### config.mk
export PLATFORM = sky130hd
export DESIGN_NAME = pc_next_unit
export DESIGN_NICKNAME = d
export VERILOG_FILES = /design/src/rtl/pc_next_unit.sv
export SDC_FILE = /design/constraint.sdc
export NUM_CORES = 1
export LEC_CHECK = 0
export ABC_AREA = 0
export BUFFER_PORTS_ARGS = -buffer_cell sky130_fd_sc_hd__buf_2
export CAP_MARGIN = 0
export CORE_MARGIN = 5
export CORE_UTILIZATION = 40
export DETAILED_ROUTE_END_ITERATION = 16
export PLACE_DENSITY_LB_ADDON = 0.2
export SLEW_MARGIN = 10
export SYNTH_ARGS = -nofsm -noshare
export SYNTH_HDL_FRONTEND = slang
export SYNTH_SLANG_ARGS = --single-unit
export TNS_END_PERCENT = 5
### constraint.sdc
create_clock -name clk -period 2.9 [get_ports clk]
set_input_delay 0.435 -clock clk [delete_from_list [all_inputs] [get_ports clk]]
set_output_delay 0.435 -clock clk [all_outputs]
set_load 0.005 [all_outputs]
### src/rtl/pc_next_unit.sv
// Program counter and branch resolution stage with run/halt control.
// Holds the absolute branch-target LUT and the retired-cycle counter.
module pc_next_unit #(
    parameter int pc_width   = 10,
    parameter int reg_width  = 8,
    parameter int lut_aw     = 4,
    parameter int start_addr = 0
) (
    input  logic                 clk,
    input  logic                 reset,
    input  logic                 start,
    input  logic                 stall,
    input  logic                 halt_req,
    input  logic                 branch_en,
    input  logic                 br_sel,
    input  logic                 branch_rel,
    input  logic                 jump,
    input  logic                 zero,
    input  logic [reg_width-1:0] offset,
    input  logic [lut_aw-1:0]    lut_idx,
    input  logic                 lut_we,
    input  logic [lut_aw-1:0]    lut_waddr,
    input  logic [pc_width-1:0]  lut_wdata,
    output logic [pc_width-1:0]  pc_out,
    output logic                 running,
    output logic                 done,
    output logic [15:0]          cycle_count
);

    localparam logic [pc_width-1:0] start_pc = pc_width'(start_addr);
    localparam int lut_depth = 2 ** lut_aw;

    // running/done are decoded registered copies of this state:
    // IDLE = 0/0, RUN = 1/0, HALTED = 0/1.
    typedef enum logic [1:0] {
        IDLE   = 2'd0,
        RUN    = 2'd1,
        HALTED = 2'd2
    } state_t;

    state_t              state;
    logic [pc_width-1:0] lut [lut_depth];

    logic                cond;
    logic                taken;
    logic [pc_width-1:0] offset_ext;
    logic [pc_width-1:0] pc_next;

    always_comb begin
        cond       = br_sel ? zero : jump;
        taken      = branch_en && cond;
        offset_ext = {{(pc_width - reg_width){offset[reg_width-1]}}, offset};
        pc_next    = pc_out + 1'b1;
        if (taken) begin
            // The LUT read sees pre-write contents on a same-index collision.
            pc_next = branch_rel ? (pc_out + offset_ext) : lut[lut_idx];
        end
    end

    always_ff @(posedge clk) begin
        if (reset) begin
            state       <= IDLE;
            pc_out      <= start_pc;
            running     <= 1'b0;
            done        <= 1'b0;
            cycle_count <= '0;
            for (int i = 0; i < lut_depth; i++) begin
                lut[i] <= '0;
            end
        end else begin
            if (lut_we) begin
                lut[lut_waddr] <= lut_wdata;
            end
            case (state)
                IDLE, HALTED: begin
                    if (start) begin
                        state       <= RUN;
                        pc_out      <= start_pc;
                        cycle_count <= '0;
                        running     <= 1'b1;
                        done        <= 1'b0;
                    end
                end
                RUN: begin
                    if (!stall) begin
                        if (cycle_count != 16'hFFFF) begin
                            cycle_count <= cycle_count + 16'd1;
                        end
                        if (halt_req) begin
                            state   <= HALTED;
                            running <= 1'b0;
                            done    <= 1'b1;
                        end else begin
                            pc_out <= pc_next;
                        end
                    end
                end
                default: begin
                    state   <= IDLE;
                    running <= 1'b0;
                    done    <= 1'b0;
                end
            endcase
        end
    end

endmodule
* Word-level counts from Yosys, hierarchy flattened
Memories as Yosys holds them, arrays and structs flattened.
Cells that the tools add are included.
** Operators by class
- Reductions and logical operators :: 8
- Equality and inequality tests :: 8
- Multiplexer cells :: 31
- Add/subtract/negate cells :: 3
** Operators with widths (number)
- $mux 10 :: 6
- $mux 16 :: 3
- $pmux 16 s2 :: 1
- $pmux 10 s2 :: 1
- $add 16x1->16 const B :: 1
- $ne 16x16->1 const B :: 1
- $mux 1 :: 13
- $add 10x1->10 const B :: 1
- $add 10x10->10 :: 1
- $ne 2x2->1 const B :: 5
- $reduce_or 10->1 :: 1
- $reduce_and 4->1 :: 2
- $mux 2 :: 3
- $mux 4 :: 1
- $pmux 1 s2 :: 2
- $pmux 2 s2 :: 1
- $reduce_and 3->1 :: 1
- $eq 2x1->1 const B :: 1
- $eq 2x2->1 const B :: 1
- $logic_not 2->1 :: 1
- $reduce_bool 2->1 :: 1
- $reduce_or 2->1 :: 1
- $logic_and 1x1->1 :: 1
** Word-level totals
- Memory bits (writable) :: 160
- Input port bits :: 37
- Output and inout port bits :: 28
- Register bits :: 30
- Memories kept :: 1
** Memory list
- lut :: words 16, bits a word 10, read ports 1, clocked after memory_dff 0, wr ports 16, line 42 : logic [pc_width-1:0] lut [lut_depth];

* Longest topological paths before layout
Gate-level depths: netlist of run 1.
- Depth after elaboration :: 6
- Gate-level depth with buffers :: 7
- Mapped depth without buffers :: 7

* Worst setup path after synthesis of run 1
No wires, ideal clock.
- Kind :: input-to-reg
- Start :: input port offset[0]
- End :: register pc_out[8]
- Cell stages on the path :: 7
- Slack :: 0.735 ns
- Arrival time :: 2.083 ns
- Library setup time :: 0.083 ns
- Buffers on the path :: 0
- Path through :: ha_1 -> fa_1 -> a21oi_1 -> o22ai_1 -> o41ai_1 -> mux2_2 -> o221ai_1
** Between the ends
- Longest elaborated chain between the ends :: 6
** RTL lines
- from (decl) :: line 19 : input logic [reg_width-1:0] offset,
- $add 10x10->10 :: line 56 : pc_next = branch_rel ? (pc_out + offset_ext) : lut[lut_idx];
- $mux 10 :: line 56
- $mux 10 :: line 54 : if (taken) begin
- $mux 10 :: line 89 : if (halt_req) begin
- $mux 10 :: line 85 : if (!stall) begin
- $pmux 10 s2 :: line 74 : case (state)
- to (signal assigned) :: line 63 : pc_out <= start_pc;
- to (signal assigned) :: line 78 : pc_out <= start_pc;
- to (signal assigned) :: line 94 : pc_out <= pc_next;
- to (decl) :: line 24 : output logic [pc_width-1:0] pc_out,
Every way passes these cells. The select of a mux whose other input is x is not followed.
A chain may end at the register's enable or synchronous reset.

* Final worst setup path of run 1
- Start :: register pc_out[0]
- End :: register pc_out[8]
** Between the ends
- Longest elaborated chain between the ends :: 6
- Elaborated cells on any way between the ends :: 7
- Classes of those cells :: add/sub (2); mux (5)
** RTL lines (line)
- $add 10x10->10 :: 56
- $mux 10 :: 56
- $mux 10 (*) :: 54
- $mux 10 (*) :: 89
- $mux 10 (*) :: 85
- $pmux 10 s2 (*) :: 74
Mark *: on every way between the ends. The rest lies on a longest branch, timed or not. The select of a mux whose other input is x is not followed.

==> results of run 1 <==
power by group through the flow:
stage	clock [mW]	combinational [mW]	sequential (mW)
final	2.29	0.514	3.12
after global routing	2.43	0.558	3.14
after CTS	2.32	0.522	3.13
after detailed placement	0	0.521	3.19
after global placement	0	0.511	3.18
after floorplan	0	0.332	3.16
worst min-delay path, stage by stage:
cell     delay [ns]
buf_2          0.13
nand2_1        0.06
a21oi_1        0.05
metal layers:
layer  track usage [%]  share of wire [%]  vias to the layer above
li1                  -                  -                     2770
met1              25.4                 44                     3035
met2              31.6                 48                      191
met3              3.86                5.7                       25
met4              5.15                1.9                        0
met5                 0                  0                        -
cell type report:
cell class / instances / share of cell area (%)
clock buffer: 17 / 3.97
clock inverter: 13 / 1.30
inverter: 8 / 0.280
multi-input combinational: 475 / 35.6
sequential: 189 / 50.3
tap: 319 / 3.73
timing repair buffer: 88 / 4.91
cell families (layout without fill, tap and decap cells):
logic type	after synthesis	after routing
AND/OR/NAND/NOR	309	309
buffers and inverters	56	126
multiplexers	64	64
adder cells (fa/ha/maj)	12	12
XOR/XNOR	20	20
flip-flops	189	189
AO/OA/AOI/OAI	70	70
worst max-delay path by stage:
stage,to,cells past startpoint,slack [ns]
after global routing,pc_out[8],7,0.41
after detailed placement,pc_out[8],7,0.45
final,pc_out[8],7,0.61
after floorplan,pc_out[8],7,0.73
after global placement,pc_out[8],7,0.51
after CTS,pc_out[8],7,0.59
state kept, by name, indices dropped and copies added (netlist names):
| register | flops |
|---|---|
| pc_out | 10 |
| done | 1 |
| cycle_count | 16 |
| running | 1 |
| lut | 160 |
| state | 1 |
through the flow:
| stage | power, mW | hold WS, ns | setup WS (ns) | util (%) | std cells |
|---|---|---|---|---|---|
| finish | 5.93 | 0.310 | 0.609 | 45.9 | 1109 |
| global route | 6.13 | 0.316 | 0.408 | 45.9 | 1109 |
| CTS | 5.97 | 0.291 | 0.594 | 45.9 | 1109 |
| detailed placement | 3.71 | 0.498 | 0.455 | 43.5 | 1079 |
| global placement | 3.69 | 0.469 | 0.509 | 43.5 | 1079 |
| floorplan | 3.49 | 0.481 | 0.735 | - | 720 |
layout by cell type, fill, tap and decap left out, types with 3 or more instances in the layout:
| cell type | instances |
|---|---|
| nand3_1 | 17 |
| and2_1 | 160 |
| mux4_2 | 46 |
| edfxtp_1 | 160 |
| dfxtp_1 | 29 |
| ha_1 | 11 |
| nor3_1 | 16 |
| nor2_1 | 40 |
| o21ai_1 | 6 |
| a211oi_1 | 6 |
| a22oi_1 | 6 |
| o22ai_1 | 4 |
| and4_1 | 3 |
| o21ai_0 | 7 |
| or3_1 | 4 |
| xnor2_1 | 17 |
| mux2i_1 | 12 |
| inv_6 | 4 |
| a21oi_1 | 20 |
| nand4_1 | 6 |
| mux2_2 | 5 |
| nand2b_1 | 5 |
| nand2_1 | 19 |
| xor2_1 | 3 |
| clkbuf_16 | 17 |
| inv_1 | 8 |
| buf_4 | 22 |
| or2_2 | 16 |
| buf_2 | 64 |
| nor2b_1 | 6 |
==> results.yml, run 1 <==
drt:
  dr.pass1.iters: 5
  routedWlPerCell_um: 22.0
  antenna_left: 0
  viasPerCell: 5.43
  drt_iter0_markers: 530
  drc: 0
  dr_total_vias: 6021
  wl_mm: 24.4
layout:
  n_antenna_cell: 0
  regArea_mm2: 0.00539
  fillers: 2117
  drive_above_1_share_pct: 23.9
  design_area_mm2: 0.0107
  area_delta_synth_final_pct: 13.6
  multi_input_area_mm2: 0.00381
  nets: 828
synthesis:
  synth_top_area_share_pct: 51.0
  synth-xor-area-share_pct: 1.86
  synth-simple-area-share_pct: 19.0
  muxShareOfSynthArea_pct: 13.0
  yosys-top-cells-count: "and2_1 (160), edfxtp_1 (160), mux4_2 (46), nor2_1 (40), clkbuf_1 (37)"
  netlist_area_mm2: 0.00943
  synth_compound_area_share_pct: 4.92
  synth_area_leader_cell: "edfxtp_1"
  synth_cells: 720
  syn-mean-instance-area_um2: 13.1
  synth_top_cells_by_area: "edfxtp_1 (51%), mux4_2 (11%), and2_1 (11%)"
  synth_top_family_by_area: "simple AND/OR/NAND/NOR gates"
  synth_fa_ha_area_share_pct: 1.67
  synth_edf_count: 160
  ys_seq_area_share_pct: 57.1
  async_reset_ff_share_pct: 0
  ys.flop_type: "edfxtp_1"
  ys_seq_elements: 189
  syn_nets: 769
  yosys_warnings: 0
  yosys.cell_types.count: 61
clocking:
  cts_buffers: 17
  clkSinkCount: 189
  clkLatencyLatePin_ns: 0.43
  cts_root_buf: "clkbuf_16"
  post_cts_resize_count: 0
  cts_buffer_depth: 2
  cts_hold_buf: 0
  clk_pin_slew_ns: 0.07
  cts_tree: "built"
  postCtsSetupRepairBufs: 0
  cts_max_level: 4
setup_path:
  required_ns: 3.25
  critPathKind: "flip-flop to flip-flop"
  cp-start-kind: "flip-flop"
  critical_path.max_stage_delay_ns: 0.41
  end_kind: "flip-flop"
  critPathLaunch: "pc_out[0]"
  rr_worst_depth: 7
  cp.buffers_inverters: 0
  slowest_stage: "fa_1"
  timing.rr.end: "pc_out[8]"
  path_cells: "ha_1 -> fa_1 -> a21oi_1 -> o22ai_1 -> o41ai_1 -> mux2_2 -> o221ai_1"
  arrival_ns: 2.64
  reg2reg_slack_ns: 0.61
  timing.rr.start: "pc_out[0]"
  cp_top_family: "compound AO/OA/AOI/OAI gates"
  path_max_fanout: 8
place:
  port_buffers: 64
  dp_hpwl_mm: 17.0
  place.gp.congestion: 0.867
  placed_area_mm2: 0.0101
power:
  power_frac_comb_pct: 8.7
  p_int_mw: 4.56
  power_density_mw_per_mm2: 553
  p_leak_nw: 3.82
  p_seq_share_pct: 52.7
  p_switching_mw: 1.37
  swShare_pct: 23.1
  clockPowerShare_pct: 38.6
  ir_worst_vdd_mv: 0.352
global_routing:
  grt_pass1_vias: 6156
  grt_max_degree: 34
  grt_usage_pct: 19.0
  grt_overflow: 0
  grt_first_pass_wirelength_mm: 37.5
  antenna_found_initial: 1
sta:
  setup_tns_ns: 0
  rsz0062_at_grt: "no"
  skew_ns: 0.0153
  fin_crit_ns: 2.29
  setup_viol: 0
  slew_headroom_pct: 48.5
  worst_slew_pin_slew_ns: 0.767
  drv_slew: 0
  finalCritPeriodShare_pct: 79.0
  max_clock_freq_ghz: 0.436
  hold_viol: 0
die:
  core_region_area_mm2: 0.0233
  row_count: 56
  die_area_mm2: 0.0267
  start_util_pct: 40.4
  die-height_um: 164
  dieWidth_um: 164
  io_pins: 65
run_status:
  status: "finished, final reports clean"
hold_path:
  hold_path.class: "input port to flip-flop"
  hp-start: "stall"
  holdPathEnd: "state[0]"
  hold_depth: 3
job:
  maxCapViolCount: 0
Power figures use the tool's default switching activity.
==> run 2, diff against run 1 <==
clock period = 2.1 ns   (was 2.9 ns; I/O delays follow)
==> results.yml, run 2 (synthesized netlist as in run 1, its figures left out) <==
drt:
  drt_iter0_markers: 544
  dr_total_vias: 6205
  routedWlPerCell_um: 21.8
  wl_mm: 24.8
  antenna_left: 0
  viasPerCell: 5.45
  drc: 0
  dr.pass1.iters: 5
setup_path:
  path_max_fanout: 2
  required_ns: 2.45
  critPathKind: "flip-flop to flip-flop"
  end_kind: "flip-flop"
  rr_worst_depth: 7
  timing.rr.start: "pc_out[0]"
  critPathLaunch: "pc_out[0]"
  reg2reg_slack_ns: 0.11
  cp-start-kind: "flip-flop"
  arrival_ns: 2.34
  endpoint: "pc_out[8]"
  timing.rr.end: "pc_out[8]"
place:
  place.gp.congestion: 0.876
  dp_hpwl_mm: 17.9
  pre_cts_ws_ns: -0.198
  port_buffers: 64
global_routing:
  grt_first_pass_wirelength_mm: 38.0
  grt_usage_pct: 19.2
  grt_overflow: 0
  grt_pass1_vias: 6357
  grt_max_degree: 34
  antenna_found_initial: 1
die:
  dieWidth_um: 164
  io_pins: 65
  row_count: 56
  die-height_um: 164
  die_area_mm2: 0.0267
  core_region_area_mm2: 0.0233
  start_util_pct: 40.4
layout:
  n_antenna_cell: 0
  multi_input_area_mm2: 0.00383
  nets: 855
  utilization_pct: 47.3
  reg_top3: "lut: 160 flops, cycle_count: 16 flops, pc_out: 10 flops"
  layout_common_cells: "and2_1 (160), edfxtp_1 (160), buf_2 (64)"
  fillers: 2106
  area_delta_synth_final_pct: 17.0
  regMostFlops: "lut"
  largest_reg_flops: 160
  drive_above_1_share_pct: 27.5
  regArea_mm2: 0.00539
sta:
  hold_viol: 0
  setup_slack_ns: 0.115
  fin_crit_ns: 1.99
  finalCritPeriodShare_pct: 94.5
  worst_slew_pin_slew_ns: 0.502
  skew_ns: 0.0149
  max_clock_freq_ghz: 0.504
  setup_viol: 0
  slew_headroom_pct: 65.7
  drv_slew: 0
job:
  maxCapViolCount: 0
power:
  ir_worst_vdd_mv: 0.477
  p_leak_nw: 4.01
  power_density_mw_per_mm2: 757
clocking:
  cts_tree: "built"
  cts_root_buf: "clkbuf_16"
  cts_hold_buf: 0
  clkSinkCount: 189
  clk_pin_slew_ns: 0.07
  cts_buffer_depth: 2
  cts_buffers: 17
  cts_max_level: 4
  clkLatencyLatePin_ns: 0.44
hold_path:
  hold_path.class: "input port to flip-flop"
run_status:
  status: "finished, final reports clean"
## run 2: cell types whose count changed in the layout (fill, tap and decap cells not counted), moves of 2 or more
cell,delta
buf_12,+5
buf_4,+22
clkinv_1,-2
clkinvlp_4,-2
inv_6,+2
clkinv_8,+3
## run 2: per-stage QoR
step	TNS, ns	hold slack, ns	cell area (um^2)	std cells	power, mW
2_1_floorplan	0	0.455	9430	720	4.82
3_3_place_gp	-0.443	0.461	10400	1105	5.16
3_5_place_dp	-0.619	0.480	10400	1105	5.18
4_1_cts	0	0.161	11000	1137	8.41
5_1_grt	-0.00716	0.198	11000	1138	8.62
6_report	0	0.182	11000	1138	8.35
## run 2: layer usage
layer  vias up  GRT usage (%)  routed length [um]
met5         -              0                  11
met4         2           5.60                 482
met3        29           3.96                1620
met2       204           32.7               12200
met1      3151           24.8               10500
li1       2819              -                   -
## run 2: cell type report
class                      count  share of cell area [%]
multi-input combinational    475                    34.7
sequential                   189                    48.8
clock inverter                15                    1.56
inverter                       8                   0.272
tap                          319                    3.62
clock buffer                  17                    3.86
timing repair buffer         115                    7.17
## run 2: what timing repair did
action / 4_1_cts / 5_1_grt
buffers inserted: 0 / 1
endpoints found under the setup margin: 1 / 2
pin swaps: 0 / 3
resized for setup: 2 / 3
## run 2: report_power, final
part           internal [mW]  switching [mW]  total [mW]  leakage, nW
combinational          0.339           0.436       0.775         1.96
sequential              4.25          0.0631        4.31         1.76
clock                   1.70            1.56        3.26        0.292
## run 2: how the worst min path moves through the flow
stage / slack [ns] / cells after the start / from / to
after floorplan: 0.46 / 2 / stall / state[0]
after global placement: 0.46 / 2 / running / running
after detailed placement: 0.48 / 2 / running / running
after CTS: 0.16 / 3 / stall / state[0]
after global routing: 0.20 / 3 / stall / state[0]
final: 0.18 / 3 / stall / state[0]
## run 2: critical path: stages (launching register included)
cell and delay [ns]:
dfxtp_1 0.32, ha_2 0.18, fa_2 0.35, a21oi_2 0.17, o22ai_2 0.09, o41ai_2 0.29
mux2_2 0.37, o221ai_1 0.13
==> run 3, diff against run 2 <==
CORE_ASPECT_RATIO = 1.5   (was unset)
clock period = 2.2 ns   (was 2.1 ns; I/O delays follow)
==> results.yml, run 3 (synthesized netlist as in run 1, its figures left out) <==
die:
  dieWidth_um: 135
  die-height_um: 198
  core_region_area_mm2: 0.0231
  die_area_mm2: 0.0268
  start_util_pct: 40.7
  row_count: 68
  io_pins: 65
clocking:
  cts_buffer_depth: 2
  cts_root_buf: "clkbuf_16"
  cts_buffers: 17
  cts_max_level: 4
  clkSinkCount: 189
  clkLatencyLatePin_ns: 0.43
  clk_pin_slew_ns: 0.07
  postCtsSetupRepairBufs: 0
  cts_tree: "built"
sta:
  setup_viol: 0
  finalCritPeriodShare_pct: 95.0
  drv_slew: 0
  hold_viol: 0
  slew_headroom_pct: 62.6
  worst_slew_pin_slew_ns: 0.547
  skew_ns: 0.00998
  fin_crit_ns: 2.09
  max_clock_freq_ghz: 0.478
drt:
  dr.pass1.iters: 5
  drt_iter0_markers: 372
  drc: 0
  viasPerCell: 5.34
  antenna_left: 0
  dr_total_vias: 6094
  routedWlPerCell_um: 21.3
  wl_mm: 24.3
setup_path:
  critPathKind: "flip-flop to flip-flop"
  path_max_fanout: 2
  cp_top_family: "adder cells"
  rr_worst_depth: 8
  timing.rr.start: "pc_out[0]"
  end_kind: "flip-flop"
  cp-start-kind: "flip-flop"
  reg2reg_slack_ns: 0.11
  timing.rr.end: "pc_out[6]"
  required_ns: 2.49
  critical_path.max_stage_delay_ns: 0.42
  path_cells: "ha_1 -> fa_1 -> a21oi_2 -> o22ai_1 -> buf_4 -> or3_1 -> nand3_1 -> a311oi_2"
  cp.buffers_inverters: 1
  slowest_stage: "fa_1"
  arrival_ns: 2.38
global_routing:
  grtUsageMet3_pct: 2.64
  grt_overflow: 0
  grt_max_degree: 33
  grtUsageMet2_pct: 34.3
  grt_first_pass_wirelength_mm: 37.2
  grt_pass1_vias: 6310
  grt.busiest_layer: "met2"
  antenna_found_initial: 0
  grt_usage_pct: 18.6
  use_met1_pct: 21.6
hold_path:
  holdPathEnd: "state[0]"
  hold_depth: 3
  hp-start: "stall"
  hold_path.class: "input port to flip-flop"
power:
  power_density_mw_per_mm2: 752
  ir_worst_vdd_mv: 0.521
  p_leak_nw: 4.07
layout:
  reg_top3: "lut: 160 flops, cycle_count: 16 flops, pc_out: 10 flops"
  layout_common_cells: "and2_1 (160), edfxtp_1 (160), buf_2 (64)"
  largest_reg_flops: 160
  nets: 863
  design_area_mm2: 0.0111
  n_antenna_cell: 0
  regMostFlops: "lut"
  area_delta_synth_final_pct: 17.9
  finalNonFillerCells: 1142
  fillers: 2047
  drive_above_1_share_pct: 27.8
place:
  placed_area_mm2: 0.0104
  dp.cells: 1110
  dp_hpwl_mm: 18.1
  port_buffers: 64
  place.gp.congestion: 0.855
run_status:
  status: "finished, final reports clean"
job:
  maxCapViolCount: 0
==> run 3: cell types whose count changed in the layout (fill, tap and decap cells not counted), moves of 2 or more <==
cell       delta
buf_12        -3
buf_4        +11
bufinv_16     +5
clkinv_2      +2
clkinv_4      +2
clkinv_8      -3
inv_6         -6
==> run 3: what timing repair did <==
action / 4_1_cts / 5_1_grt
gates resized for setup: 0 / 3
hold buffers: 0 / 0
endpoints found under the setup margin: 0 / 2
==> run 3: worst max-delay path by stage <==
stage	startpoint	to	slack (ns)	cells past startpoint
final	pc_out[0]	pc_out[6]	0.11	8
after floorplan	pc_out[0]	pc_out[8]	0.10	7
after global routing	pc_out[0]	pc_out[6]	-0.01	8
after global placement	offset[0]	pc_out[8]	-0.03	8
after detailed placement	offset[0]	pc_out[8]	-0.10	8
after CTS	pc_out[0]	pc_out[8]	0.03	7
==> run 3: stage by stage <==
step	total power [mW]	TNS [ns]	hold slack [ns]	worst slack [ns]	utilization, %
floorplan	4.60	0	0.470	0.102	-
global placement	4.92	-0.0446	0.480	-0.0320	45.1
detailed placement	4.94	-0.301	0.477	-0.101	45.1
CTS	8.40	0	0.176	0.0332	48.0
global route	8.61	-0.0141	0.199	-0.0141	48.0
finish	8.36	0	0.197	0.110	48.0
==> run 3: report_power, final <==
| part | switching, mW | internal [mW] | total, mW |
|---|---|---|---|
| registers | 0.0630 | 4.05 | 4.12 |
| logic | 0.408 | 0.328 | 0.736 |
| clock network | 1.37 | 2.14 | 3.50 |
==> run 3: worst min-delay path, cell delays in order <==
cell and delay, ns:
buf_2 0.13, nand2_1 0.06, a21oi_1 0.05
==> run 3: routing by layer <==
layer	part of all wire (%)	vias up	wire length [um]
li1	-	2844	-
met5	0	-	0
met4	3.1	0	758
met1	39	3066	9440
met3	3.6	31	885
met2	54	153	13300
==> run 3: final cells by class <==
| class | count | area (um^2) | share of cell area [%] |
|---|---|---|---|
| Multi-Input combinational cell | 475 | 3830 | 34.4 |
| Inverter | 8 | 30.0 | 0.270 |
| Tap cell | 315 | 394 | 3.54 |
| Clock buffer | 17 | 425 | 3.83 |
| Timing Repair Buffer | 123 | 813 | 7.31 |
| Clock inverter | 15 | 244 | 2.19 |
| Sequential cell | 189 | 5390 | 48.4 |
